## config.mk

```make
export PLATFORM = sky130hd
export DESIGN_NAME = ysyx_25010008_mem_arbiter
export DESIGN_NICKNAME = d
export VERILOG_FILES = /design/src/rtl/ysyx_25010008_mem_pkg.sv /design/src/rtl/ysyx_25010008_arb_pick.sv /design/src/rtl/ysyx_25010008_mem_arbiter.sv
export SDC_FILE = /design/constraint.sdc
export NUM_CORES = 1
export LEC_CHECK = 0
export ABC_AREA = 1
export CAP_MARGIN = 10
export CORE_MARGIN = 5
export CORE_UTILIZATION = 42
export DETAILED_ROUTE_END_ITERATION = 10
export PLACE_DENSITY = 0.95
export REMOVE_ABC_BUFFERS = 1
export SYNTH_ARGS = -nofsm -noshare
export SYNTH_HDL_FRONTEND = slang
export SYNTH_SLANG_ARGS = --single-unit
```

## constraint.sdc

```tcl
create_clock -name clk -period 3.7 [get_ports clk]
set_input_delay 1.11 -clock clk [delete_from_list [all_inputs] [get_ports clk]]
set_output_delay 1.11 -clock clk [all_outputs]
set_load 0.02 [all_outputs]
```

## src/rtl/ysyx_25010008_mem_pkg.sv

```systemverilog
// Shared definitions for the IFU/LSU memory arbiter.
// Contents:
//   arb_state_e           - arbiter FSM states (IDLE/REQ/WAIT/RESP)
//   OWNER_IFU / OWNER_LSU - encodings of the owner output and last-grant value
//   AW_DEFAULT/DW_DEFAULT - default address and data widths
package ysyx_25010008_mem_pkg;

    localparam int unsigned AW_DEFAULT = 32;
    localparam int unsigned DW_DEFAULT = 32;

    localparam logic OWNER_IFU = 1'b0;
    localparam logic OWNER_LSU = 1'b1;

    typedef enum logic [1:0] {
        ST_IDLE = 2'd0,
        ST_REQ  = 2'd1,
        ST_WAIT = 2'd2,
        ST_RESP = 2'd3
    } arb_state_e;

endpackage

```

## src/rtl/ysyx_25010008_arb_pick.sv

```systemverilog
// Combinational winner selection between IFU and LSU.
// Build option: YSYX_25010008_ARB_RR_EN
//   defined   - round-robin: on a tie the requester not granted last wins
//   undefined - fixed priority, LSU over IFU (last_owner is not used)
// Ports:
//   ifu_valid  in  IFU request pending
//   lsu_valid  in  LSU request pending
//   last_owner in  owner of the most recent grant (OWNER_IFU/OWNER_LSU)
//   grant_ifu  out IFU wins this cycle
//   grant_lsu  out LSU wins this cycle
module ysyx_25010008_arb_pick
    import ysyx_25010008_mem_pkg::*;
(
    input  logic ifu_valid,
    input  logic lsu_valid,
    input  logic last_owner,
    output logic grant_ifu,
    output logic grant_lsu
);

`ifdef YSYX_25010008_ARB_RR_EN
    always_comb begin
        grant_ifu = 1'b0;
        grant_lsu = 1'b0;
        if (ifu_valid && lsu_valid) begin
            // Tie: hand the port to whoever did not have it last time.
            if (last_owner == OWNER_IFU) begin
                grant_lsu = 1'b1;
            end else begin
                grant_ifu = 1'b1;
            end
        end else begin
            grant_ifu = ifu_valid;
            grant_lsu = lsu_valid;
        end
    end
`else
    logic unused_last_owner;
    assign unused_last_owner = last_owner;

    assign grant_lsu = lsu_valid;
    assign grant_ifu = ifu_valid & ~lsu_valid;
`endif

endmodule

```

## src/rtl/ysyx_25010008_mem_arbiter.sv

```systemverilog
// Shares one memory port between the instruction-fetch unit (IFU) and the
// load/store unit (LSU). One request is accepted at a time over valid/ready,
// latched, issued to memory, and the response is returned to its requester.
// Build option: YSYX_25010008_ARB_RR_EN selects round-robin arbitration
// (see ysyx_25010008_arb_pick); default is fixed LSU-over-IFU priority.
// Ports:
//   clk, rst                 clock, synchronous active-high reset
//   ifu_req_valid/ready      IFU read request handshake, ifu_addr address
//   ifu_resp_valid/rdata     one-cycle fetch response pulse and held data
//   lsu_req_valid/ready      LSU request handshake
//   lsu_wen/addr/wdata/wmask LSU request fields (wen 1 = store)
//   lsu_resp_valid/rdata     one-cycle load/store response pulse and held data
//   mem_req_valid/ready      memory request handshake
//   mem_wen/addr/wdata/wmask latched request fields driven to memory
//   mem_resp_valid/rdata     memory response (single cycle)
//   owner                    current/last grant, 0 = IFU, 1 = LSU
module ysyx_25010008_mem_arbiter
    import ysyx_25010008_mem_pkg::*;
#(
    parameter int unsigned AW = AW_DEFAULT,
    parameter int unsigned DW = DW_DEFAULT
) (
    input  logic              clk,
    input  logic              rst,

    input  logic              ifu_req_valid,
    output logic              ifu_req_ready,
    input  logic [AW-1:0]     ifu_addr,
    output logic              ifu_resp_valid,
    output logic [DW-1:0]     ifu_rdata,

    input  logic              lsu_req_valid,
    output logic              lsu_req_ready,
    input  logic              lsu_wen,
    input  logic [AW-1:0]     lsu_addr,
    input  logic [DW-1:0]     lsu_wdata,
    input  logic [DW/8-1:0]   lsu_wmask,
    output logic              lsu_resp_valid,
    output logic [DW-1:0]     lsu_rdata,

    output logic              mem_req_valid,
    input  logic              mem_req_ready,
    output logic              mem_wen,
    output logic [AW-1:0]     mem_addr,
    output logic [DW-1:0]     mem_wdata,
    output logic [DW/8-1:0]   mem_wmask,
    input  logic              mem_resp_valid,
    input  logic [DW-1:0]     mem_rdata,

    output logic              owner
);

    arb_state_e state_q, state_d;

    logic [AW-1:0]   addr_q,  addr_d;
    logic [DW-1:0]   wdata_q, wdata_d;
    logic [DW/8-1:0] wmask_q, wmask_d;
    logic            wen_q,   wen_d;
    logic            owner_q, owner_d;
    logic [DW-1:0]   ifu_rdata_q, ifu_rdata_d;
    logic [DW-1:0]   lsu_rdata_q, lsu_rdata_d;

    logic grant_ifu, grant_lsu;
    logic accept_ifu, accept_lsu;

    // The latched owner doubles as the last-grant register for round-robin.
    ysyx_25010008_arb_pick u_pick (
        .ifu_valid  (ifu_req_valid),
        .lsu_valid  (lsu_req_valid),
        .last_owner (owner_q),
        .grant_ifu  (grant_ifu),
        .grant_lsu  (grant_lsu)
    );

    assign accept_ifu = ifu_req_valid & ifu_req_ready;
    assign accept_lsu = lsu_req_valid & lsu_req_ready;

    // State register
    always_ff @(posedge clk) begin
        if (rst) begin
            state_q <= ST_IDLE;
        end else begin
            state_q <= state_d;
        end
    end

    // Next-state logic
    always_comb begin
        state_d = state_q;
        unique case (state_q)
            ST_IDLE: if (accept_ifu || accept_lsu) state_d = ST_REQ;
            ST_REQ:  if (mem_req_ready)            state_d = ST_WAIT;
            ST_WAIT: if (mem_resp_valid)           state_d = ST_RESP;
            ST_RESP:                               state_d = ST_IDLE;
            default:                               state_d = ST_IDLE;
        endcase
    end

    // Output logic
    always_comb begin
        ifu_req_ready  = 1'b0;
        lsu_req_ready  = 1'b0;
        mem_req_valid  = 1'b0;
        ifu_resp_valid = 1'b0;
        lsu_resp_valid = 1'b0;
        unique case (state_q)
            ST_IDLE: begin
                ifu_req_ready = grant_ifu;
                lsu_req_ready = grant_lsu;
            end
            ST_REQ: begin
                mem_req_valid = 1'b1;
            end
            ST_RESP: begin
                ifu_resp_valid = (owner_q == OWNER_IFU);
                lsu_resp_valid = (owner_q == OWNER_LSU);
            end
            default: ;
        endcase
    end

    // Request latch and per-requester response capture
    always_comb begin
        addr_d      = addr_q;
        wdata_d     = wdata_q;
        wmask_d     = wmask_q;
        wen_d       = wen_q;
        owner_d     = owner_q;
        ifu_rdata_d = ifu_rdata_q;
        lsu_rdata_d = lsu_rdata_q;

        if (accept_lsu) begin
            addr_d  = lsu_addr;
            wdata_d = lsu_wdata;
            wmask_d = lsu_wmask;
            wen_d   = lsu_wen;
            owner_d = OWNER_LSU;
        end else if (accept_ifu) begin
            // Fetches are always reads: no write enable, no byte lanes.
            addr_d  = ifu_addr;
            wdata_d = '0;
            wmask_d = '0;
            wen_d   = 1'b0;
            owner_d = OWNER_IFU;
        end

        // A response is only meaningful while waiting for one.
        if (state_q == ST_WAIT && mem_resp_valid) begin
            if (owner_q == OWNER_IFU) begin
                ifu_rdata_d = mem_rdata;
            end else begin
                lsu_rdata_d = mem_rdata;
            end
        end
    end

    always_ff @(posedge clk) begin
        if (rst) begin
            addr_q      <= '0;
            wdata_q     <= '0;
            wmask_q     <= '0;
            wen_q       <= 1'b0;
            owner_q     <= OWNER_IFU;
            ifu_rdata_q <= '0;
            lsu_rdata_q <= '0;
        end else begin
            addr_q      <= addr_d;
            wdata_q     <= wdata_d;
            wmask_q     <= wmask_d;
            wen_q       <= wen_d;
            owner_q     <= owner_d;
            ifu_rdata_q <= ifu_rdata_d;
            lsu_rdata_q <= lsu_rdata_d;
        end
    end

    assign mem_wen   = wen_q;
    assign mem_addr  = addr_q;
    assign mem_wdata = wdata_q;
    assign mem_wmask = wmask_q;
    assign ifu_rdata = ifu_rdata_q;
    assign lsu_rdata = lsu_rdata_q;
    assign owner     = owner_q;

endmodule

```

==> summary.txt, run 1 <==
STA
  – Fmax: 279.4 MHz
  – Crit path time final: 3.579 ns
  – Setup_tns: 0 ns
  – Rel. slew slack: 42.61%
  – Skew final: 0.006691 ns
  – Final Hold Viols: 0
  – RSZ-0062 raised after global routing: no
  – Count of final max-slew check failures: 0
  – Min Hold Slack: 0.4442 ns
  – # setup viols final: 0
  – Final worst path period share: 96.73%
  – Worst-margin pin slew: 0.8596 ns

Setup path
  – Critical path data arrival time: 2.47 ns
  – Crit Path Category: input port to output port
  – Reg2Reg Launch Point: state_q[0]$_SDFFE_PP0P_
  – CP required: 2.59 ns
  – Crit end category: output port
  – CP startpoint kind: input port
  – RR Endpoint: mem_wdata[24]$_SDFFE_PP0P_
  – Cells on worst reg2reg path: 9
  – Register-to-register setup slack: 1.49 ns
  – Critical path peak fanout: 3

Clock network
  – Post-CTS setup buffer count: 0
  – Clk root buf: clkbuf_16
  – Post-CTS sizing: 0
  – Total CTS buffers: 17
  – Htree depth: 4
  – Clk slew on worst S/H paths: 0.06 ns
  – CTS Buffer Depth: 2
  – Clk_lat worst skew: 0.41 ns
  – TritonCTS clock tree: done
  – Hold_buf cts: 0
  – Clock tree sinks: 136

Final layout
  – Nets: 1121
  – Proportion of layout cells with a drive suffix above 1: 4.642%
  – Area growth syn-to-layout: 64.14%
  – Ant diodes: 0
  – Fill cells: 861
  – Final std cells w/o fill: 1159
  – Multi-input logic area: 0.002101 mm2
  – Register area: 0.002723 mm2

Routing
  – Initial DRC count: 374
  – TritonRoute pass-1 iters: 4
  – Via count: 5670
  – WL/cell: 15.83 um
  – Via/cell ratio: 4.892
  – Total Wirelength: 18350 um
  – Post-route ant nets: 0
  – DRC errors left: 0

Synth
  – Number of synthesis warnings: 0
  – Count leader, synth: nand2_1
  – Seq/Total Area, Yosys: 52.06%
  – Simple-gate share of the synthesized area: 23.23%
  – FF+latch count, synth: 136
  – Compound-Gate Fraction of Synth Area: 15.98%
  – Area contributors post-synth: dfxtp_1 52%, nand2_1 17%, a21oi_1 9.9%
  – Yosys cell types: 18
  – Async SR Flop Fraction: 0%
  – Post-Synth XOR/XNOR Area: 0%
  – Mean Syn Cell Area: 7.264 um2
  – Mux cell area share after synthesis: 0%
  – Synth cell count leaders: 240 x nand2_1, 136 x dfxtp_1, 103 x a21oi_1
  – Syn Std Cell Area: 0.005230 mm2
  – Synth area leader: dfxtp_1
  – Adder-cell share of the synthesized area: 0.9569%
  – Largest family of logic cells by synthesized area: simple AND/OR/NAND/NOR gates
  – Main synth FF type: dfxtp_1
  – Number of enable flip-flop cells after synthesis: 0
  – Share of the synthesized area in the top cell type: 52.06%
  – Mapped Cells: 720

Hold path
  – Worst Hold Endpoint: lsu_rdata[1]$_SDFFE_PP0P_
  – Worst hold path cell count: 2
  – Hold WC Path Type: flop to flop
  – Worst Hold Launch: lsu_rdata[1]$_SDFFE_PP0P_

Die
  – Die area: 0.01478 mm2
  – Die Wd: 121.6 um
  – Die Span Y: 121.6 um
  – Effective utilization at floorplan: 43.18%
  – Core ar.: 0.01211 mm2
  – Row count: 40
  – Ports: 278

Global routing
  – Remaining global-route overflow: 0
  – Pin count of the biggest net entering global routing: 71
  – Antenna violations before repair: 0
  – Vias in the first global route: 5667
  – GRT Util Overall: 23.96%
  – Global-route wire length before repair: 27940 um

Power
  – P_leak: 3.420 nW
  – Peak VDD IR: 406.5 uV
  – Final Total Pwr: 5.516 mW
  – Pwr dens: 642.6 mW/mm2

Placed design
  – GPL Wtd Cong: 0.8375
  – Port buffer count: 277
  – Cells after DPL: 1127
  – Post-DP HPWL: 13050 um

Outcome
  – Outcome: finished clean

Job
  – Max cap viols: 0
cell families (layout without fill, tap and decap cells):
family,count (synthesis),after routing
flops,136,136
compound gates,167,167
fa+ha+maj,4,4
simple gates,319,319
buf+inv,94,365
flip-flops by register name (all words and copies together), names as in the netlist:
name	count
ifu_rdata	32
lsu_rdata	32
mem_addr	32
mem_wdata	32
mem_wmask	4
state_q	2
mem_wen	1
owner	1
routing by layer:
metal  part of all wire, %  vias up  track usage [%]
met5                     0        -                0
met4                   2.3        0            8.824
met3                    12       29            12.77
met2                    49      247            41.90
met1                    37     2617            24.15
li1                      -     2777                -
layout make-up:
cell class                      instances  share of cell area (%)
Timing Repair Buffer                  286                   33.17
Sequential cell                       136                   31.72
Multi-Input combinational cell        490                   24.47
Clock buffer                           21                   5.247
Tap cell                              168                   2.449
Inverter                               47                   2.055
Clock inverter                         11                  0.8891
power by group:
part	switching [mW]	internal [mW]	total (mW)
Sequential	0.140	1.73	1.87
Combinational	1.25	0.888	2.14
Clock	0.633	0.871	1.50
layout by cell type (no fill, tap or decap), drive strengths merged:
cell	netlist	routed
a21oi	103	103
buf	24	10
clkbuf	23	21
clkdlybuf4s50	0	276
clkinv	0	6
clkinvlp	0	4
dfxtp	136	136
ha	4	4
inv	47	48
nand2	242	242
nand3	2	2
nand4	1	1
nor2	74	74
o21ai	64	64
how the worst max path moves through the flow:
stage	start	end	cells after the start
detailed placement	lsu_req_valid	lsu_req_ready	4
CTS	lsu_req_valid	lsu_req_ready	4
global route	ifu_req_valid	ifu_req_ready	4
finish	ifu_req_valid	ifu_req_ready	4
floorplan	lsu_req_valid	lsu_req_ready	2
global placement	lsu_req_valid	lsu_req_ready	4
metrics by stage:
stage | utilization [%] | area, um2 | setup slack (ns)
2_1_floorplan | - | 5000 | 0.5113
3_3_place_gp | 66.53 | 8058 | 0.1271
3_5_place_dp | 66.53 | 8058 | 0.1188
4_1_cts | 70.88 | 8584 | 0.1194
5_1_grt | 70.88 | 8584 | 0.04887
6_report | 70.88 | 8584 | 0.1212
critical path: stages:
cell	delay, ns
clkdlybuf4s50_1	0.47
nand2_1	0.10
nor2_1	0.16
clkdlybuf4s50_1	0.63
No activity file was read; power rests on OpenSTA's default activity.
==> run 2: changes to the inputs <==
Settings changed: CORE_ASPECT_RATIO set to 0.8, CTS_CLUSTER_DIAMETER set to 40.
==> summary.txt, run 2 (synthesized netlist as in run 1, its figures left out) <==
Outcome
  – Outcome: finished clean

Clock network
  – CTS Buffer Depth: 2
  – Post-CTS setup buffer count: 0
  – Clk_lat worst skew: 0.40 ns
  – Clock tree sinks: 136
  – Hold_buf cts: 0
  – Post-CTS sizing: 0
  – TritonCTS clock tree: done
  – Clk slew on worst S/H paths: 0.07 ns
  – Clk root buf: clkbuf_16
  – Htree depth: 4
  – Total CTS buffers: 17

Global routing
  – Vias in the first global route: 5444
  – Global-route wire length before repair: 27190 um
  – Antenna violations before repair: 0
  – Pin count of the biggest net entering global routing: 71
  – Remaining global-route overflow: 0
  – GRT Util Overall: 23.18%

Die
  – Die Wd: 134.8 um
  – Core ar.: 0.01221 mm2
  – Die area: 0.01480 mm2
  – Ports: 278
  – Die Span Y: 109.8 um
  – Row count: 36
  – Effective utilization at floorplan: 42.85%

STA
  – Rel. slew slack: 29.90%
  – Min Hold Slack: 0.4453 ns
  – Final worst path period share: 96.96%
  – Final Hold Viols: 0
  – RSZ-0062 raised after global routing: no
  – # setup viols final: 0
  – Count of final max-slew check failures: 0
  – Skew final: 0.009353 ns
  – Setup_tns: 0 ns
  – Crit path time final: 3.588 ns
  – Fmax: 278.7 MHz
  – Worst-margin pin slew: 1.050 ns

Hold path
  – Hold WC Path Type: flop to flop

Final layout
  – Proportion of layout cells with a drive suffix above 1: 4.747%
  – Commonest cells after routing, fill and taps aside: 276 x clkdlybuf4s50_1, 240 x nand2_1, 136 x dfxtp_1
  – Register area: 0.002723 mm2
  – Nets: 1120
  – Fill cells: 894
  – Multi-input logic area: 0.002101 mm2
  – Ant diodes: 0
  – Most common cell after layout, fill and taps aside: clkdlybuf4s50_1
  – Area growth syn-to-layout: 64.35%

Setup path
  – Worst path cell trace: clkdlybuf4s50_1 > nand2_1 > nor2_1 > clkdlybuf4s50_1
  – CP most frequent cell: clkdlybuf4s50_1
  – Crit end category: output port
  – Critical path data arrival time: 2.48 ns
  – CP required: 2.59 ns
  – Crit Path Category: input port to output port
  – WP buf/inv: 2
  – Critical path peak fanout: 3
  – CP max-delay cell: clkdlybuf4s50_1
  – Worst path top cell family by delay: buffers and inverters
  – CP max stage delay: 0.62 ns
  – CP startpoint kind: input port

Power
  – Peak VDD IR: 398.4 uV
  – P_leak: 3.422 nW
  – Pwr dens: 646.9 mW/mm2

Routing
  – Initial DRC count: 371
  – WL/cell: 15.36 um
  – Post-route ant nets: 0
  – Via/cell ratio: 4.774
  – TritonRoute pass-1 iters: 5
  – Total Wirelength: 17830 um
  – Via count: 5543
  – DRC errors left: 0

Job
  – Max cap viols: 0

Placed design
  – Port buffer count: 277
  – GPL Wtd Cong: 0.7973
  – Post-DP HPWL: 12950 um
run 2: changes by cell type in the layout (fill, tap and decap cells not counted), sizes merged:
cell,change
buf,-1
clkbuf,-2
clkinv,-3
inv,+5
run 2: through the flow:
| step | power (mW) | worst slack, ns | cell area [um2] | util [%] | cells |
|---|---|---|---|---|---|
| after floorplan | 2.986 | 0.5113 | 5000 | - | 673 |
| after global placement | 3.965 | 0.1126 | 8041 | 65.88 | 1129 |
| after detailed placement | 4.026 | 0.1134 | 8041 | 65.88 | 1129 |
| after CTS | 5.599 | 0.1128 | 8596 | 70.42 | 1161 |
| after global routing | 5.878 | 0.05375 | 8596 | 70.42 | 1161 |
| final | 5.561 | 0.1124 | 8596 | 70.42 | 1161 |
run 2: worst paths after layout:
kind	startpoint	endpoint	slack (ns)	depth (start not counted)
hold reg to reg	lsu_rdata[7]$_SDFFE_PP0P_	lsu_rdata[7]$_SDFFE_PP0P_	0.45	2
setup reg to reg	state_q[0]$_SDFFE_PP0P_	mem_addr[6]$_SDFFE_PP0P_	1.61	9
hold / removal	lsu_rdata[7]$_SDFFE_PP0P_	lsu_rdata[7]$_SDFFE_PP0P_	0.45	2
setup / recovery	ifu_req_valid	ifu_req_ready	0.11	4
run 2: worst register-to-register path: stages (launching register included):
cell     delay [ns]
dfxtp_1        0.38
inv_1          0.09
ha_1           0.27
nand2_2        0.10
buf_4          0.33
nand2_2        0.11
inv_2          0.07
buf_4          0.37
nand2_1        0.13
a21oi_1        0.17
run 2: where the power goes:
part | switching (mW) | internal, mW | total, mW | leakage [nW]
clock | 0.673 | 0.893 | 1.57 | 0.260
combinational | 1.25 | 0.871 | 2.12 | 2.05
sequential | 0.143 | 1.73 | 1.87 | 1.11
run 2: area by class of cell:
type,count,share of cell area (%)
timing repair buffer,285,32.90
sequential,136,31.67
multi-input combinational,490,24.44
clock buffer,19,5.153
tap,171,2.489
inverter,47,2.052
clock inverter,13,1.295
run 2: per-layer routing:
layer / vias to the layer above / wire [um] / track usage, %
met4: 0 / 244 / 5.741
met2: 212 / 8745 / 40.83
met3: 20 / 2141 / 11.34
met1: 2532 / 6701 / 25.18
li1: 2779 / - / -
met5: - / 0 / 0
==> run 3: changes to the inputs <==
Settings changed: ABC_AREA 1 to unset, CTS_CLUSTER_DIAMETER 40 to 100, REMOVE_ABC_BUFFERS 1 to unset.
==> summary.txt, run 3 <==
Job
  – Max cap viols: 0

Setup path
  – CP required: 2.59 ns
  – Crit Path Category: input port to output port
  – CP startpoint kind: input port
  – CP most frequent cell: clkdlybuf4s50_1
  – CP max-delay cell: clkdlybuf4s50_1
  – Cells on worst reg2reg path: 7
  – Critical path data arrival time: 2.44 ns
  – Worst path top cell family by delay: buffers and inverters
  – RR Endpoint: mem_addr[20]$_SDFFE_PP0P_
  – Crit end category: output port
  – Register-to-register setup slack: 1.56 ns
  – Reg2Reg Launch Point: state_q[0]$_SDFFE_PP0P_
  – Critical path peak fanout: 3
  – Setup crit start: lsu_req_valid
  – WP buf/inv: 3
  – CP max stage delay: 0.61 ns
  – Worst path cell trace: clkdlybuf4s50_1 > nand2_4 > inv_2 > clkdlybuf4s50_1

Clock network
  – Clock tree sinks: 136
  – Hold_buf cts: 0
  – CTS Buffer Depth: 2
  – Htree depth: 4
  – Total CTS buffers: 17
  – Clk slew on worst S/H paths: 0.05 ns
  – Post-CTS setup buffer count: 0
  – Clk root buf: clkbuf_16
  – Post-CTS sizing: 0
  – Clk_lat worst skew: 0.40 ns
  – TritonCTS clock tree: done

Synth
  – Number of synthesis warnings: 0
  – Main synth FF type: dfxtp_1
  – Syn_nets: 755
  – Syn Std Cell Area: 0.005120 mm2
  – Count leader, synth: nand2_1
  – Synth cell count leaders: 160 x nand2_1, 136 x dfxtp_1, 97 x a21oi_1
  – Mean Syn Cell Area: 8.366 um2
  – Area contributors post-synth: dfxtp_1 53%, nand2_1 12%, a21oi_1 9.5%
  – Async SR Flop Fraction: 0%
  – Share of the synthesized area in the top cell type: 53.18%
  – Number of enable flip-flop cells after synthesis: 0
  – Mapped Cells: 612
  – Yosys cell types: 28
  – FF+latch count, synth: 136
  – Seq/Total Area, Yosys: 53.18%
  – Synth area leader: dfxtp_1

Die
  – Ports: 278
  – Die area: 0.01451 mm2
  – Row count: 36
  – Effective utilization at floorplan: 42.41%
  – Die Wd: 133.4 um
  – Core ar.: 0.01207 mm2
  – Die Span Y: 108.8 um

Routing
  – Via/cell ratio: 5.035
  – TritonRoute pass-1 iters: 4
  – Post-route ant nets: 0
  – Via count: 5201
  – DRC errors left: 0
  – WL/cell: 16.80 um
  – Initial DRC count: 381
  – Total Wirelength: 17350 um

Hold path
  – Hold WC Path Type: flop to flop
  – Worst hold path cell count: 2
  – Worst Hold Endpoint: ifu_rdata[30]$_SDFFE_PP0P_
  – Worst Hold Launch: ifu_rdata[30]$_SDFFE_PP0P_

Placed design
  – Cells after DPL: 1001
  – Post-DP HPWL: 12250 um
  – Dpl cell area: 0.007940 mm2
  – Dpl ws: 0.1534 ns
  – Port buffer count: 277
  – GPL Wtd Cong: 0.7983

Global routing
  – Vias in the first global route: 5212
  – GRT Util Overall: 23.17%
  – Pin count of the biggest net entering global routing: 70
  – Antenna violations before repair: 0
  – Global-route wire length before repair: 26890 um
  – Remaining global-route overflow: 0

STA
  – Final Hold Viols: 0
  – Fmax: 281.5 MHz
  – Min Hold Slack: 0.4505 ns
  – Setup_tns: 0 ns
  – Final worst path period share: 96.00%
  – Skew final: 0.009078 ns
  – RSZ-0062 raised after global routing: no
  – Final WS setup: 0.1481 ns
  – Rel. slew slack: 48.01%
  – Worst-margin pin slew: 0.7798 ns
  – Count of final max-slew check failures: 0
  – # setup viols final: 0
  – Crit path time final: 3.552 ns

Power
  – Final Total Pwr: 5.833 mW
  – Peak VDD IR: 412.8 uV
  – Pwr dens: 682.8 mW/mm2
  – P_leak: 3.122 nW

Final layout
  – Most common cell after layout, fill and taps aside: clkdlybuf4s50_1
  – Nets: 1011
  – Proportion of layout cells with a drive suffix above 1: 6.697%
  – Commonest cells after routing, fill and taps aside: 276 x clkdlybuf4s50_1, 160 x nand2_1, 136 x dfxtp_1
  – Final Cell Area: 0.008543 mm2
  – Core Util, Final: 70.77%
  – Area growth syn-to-layout: 66.86%
  – Final std cells w/o fill: 1033
  – Ant diodes: 0

Outcome
  – Outcome: finished clean
## run 3: kinds of logic (layout without fill, tap and decap cells)
| kind of cell | count (synthesis) | after routing | synth area share, % |
|---|---|---|---|
| DFF | 136 | 136 | 53.18 |
| and+or+nand+nor | 244 | 244 | 18.57 |
| AOI/OAI and AO/OA | 171 | 171 | 21.87 |
| buffers and inverters | 56 | 325 | 5.205 |
| adders and majority gates | 4 | 4 | 0.9776 |
| muxes | 1 | 1 | 0.1955 |
## run 3: where the power goes
part | leakage (nW) | internal (mW) | total [mW] | switching [mW]
clock | 0.285 | 1.07 | 1.72 | 0.647
sequential | 1.11 | 1.74 | 1.89 | 0.150
combinational | 1.73 | 0.966 | 2.23 | 1.27
total | 3.12 | 3.77 | 5.83 | 2.06
## run 3: area by class of cell
type,instances,area (um2)
Fill cell,854,3528
Inverter,5,18.77
Clock inverter,13,170.2
Timing Repair Buffer,288,2878
Sequential cell,136,2723
Tap cell,152,190.2
Clock buffer,19,432.9
Multi-Input combinational cell,420,2131
## run 3: metal layers
metal	up-vias	part of all wire, %	global-route usage, %
met5	-	0	0
met4	0	1.1	6.388
met3	13	9.6	10.06
met2	220	51	41.27
met1	2403	39	25.46
li1	2565	-	-
## run 3: tightest hold or removal path: cells and delay by family, from the launching register on
kind / cells / cell delay, ns
DFF: 1 / 0.30
AOI/OAI and AO/OA: 1 / 0.05
and+or+nand+nor: 1 / 0.05
## run 3: worst max path at each step
stage / slack (ns) / cells past startpoint / endpoint
after detailed placement: 0.15 / 4 / lsu_req_ready
after global routing: 0.09 / 4 / ifu_req_ready
after global placement: 0.16 / 4 / ifu_req_ready
after floorplan: 1.01 / 4 / lsu_req_ready
after CTS: 0.14 / 4 / ifu_req_ready
final: 0.15 / 4 / lsu_req_ready
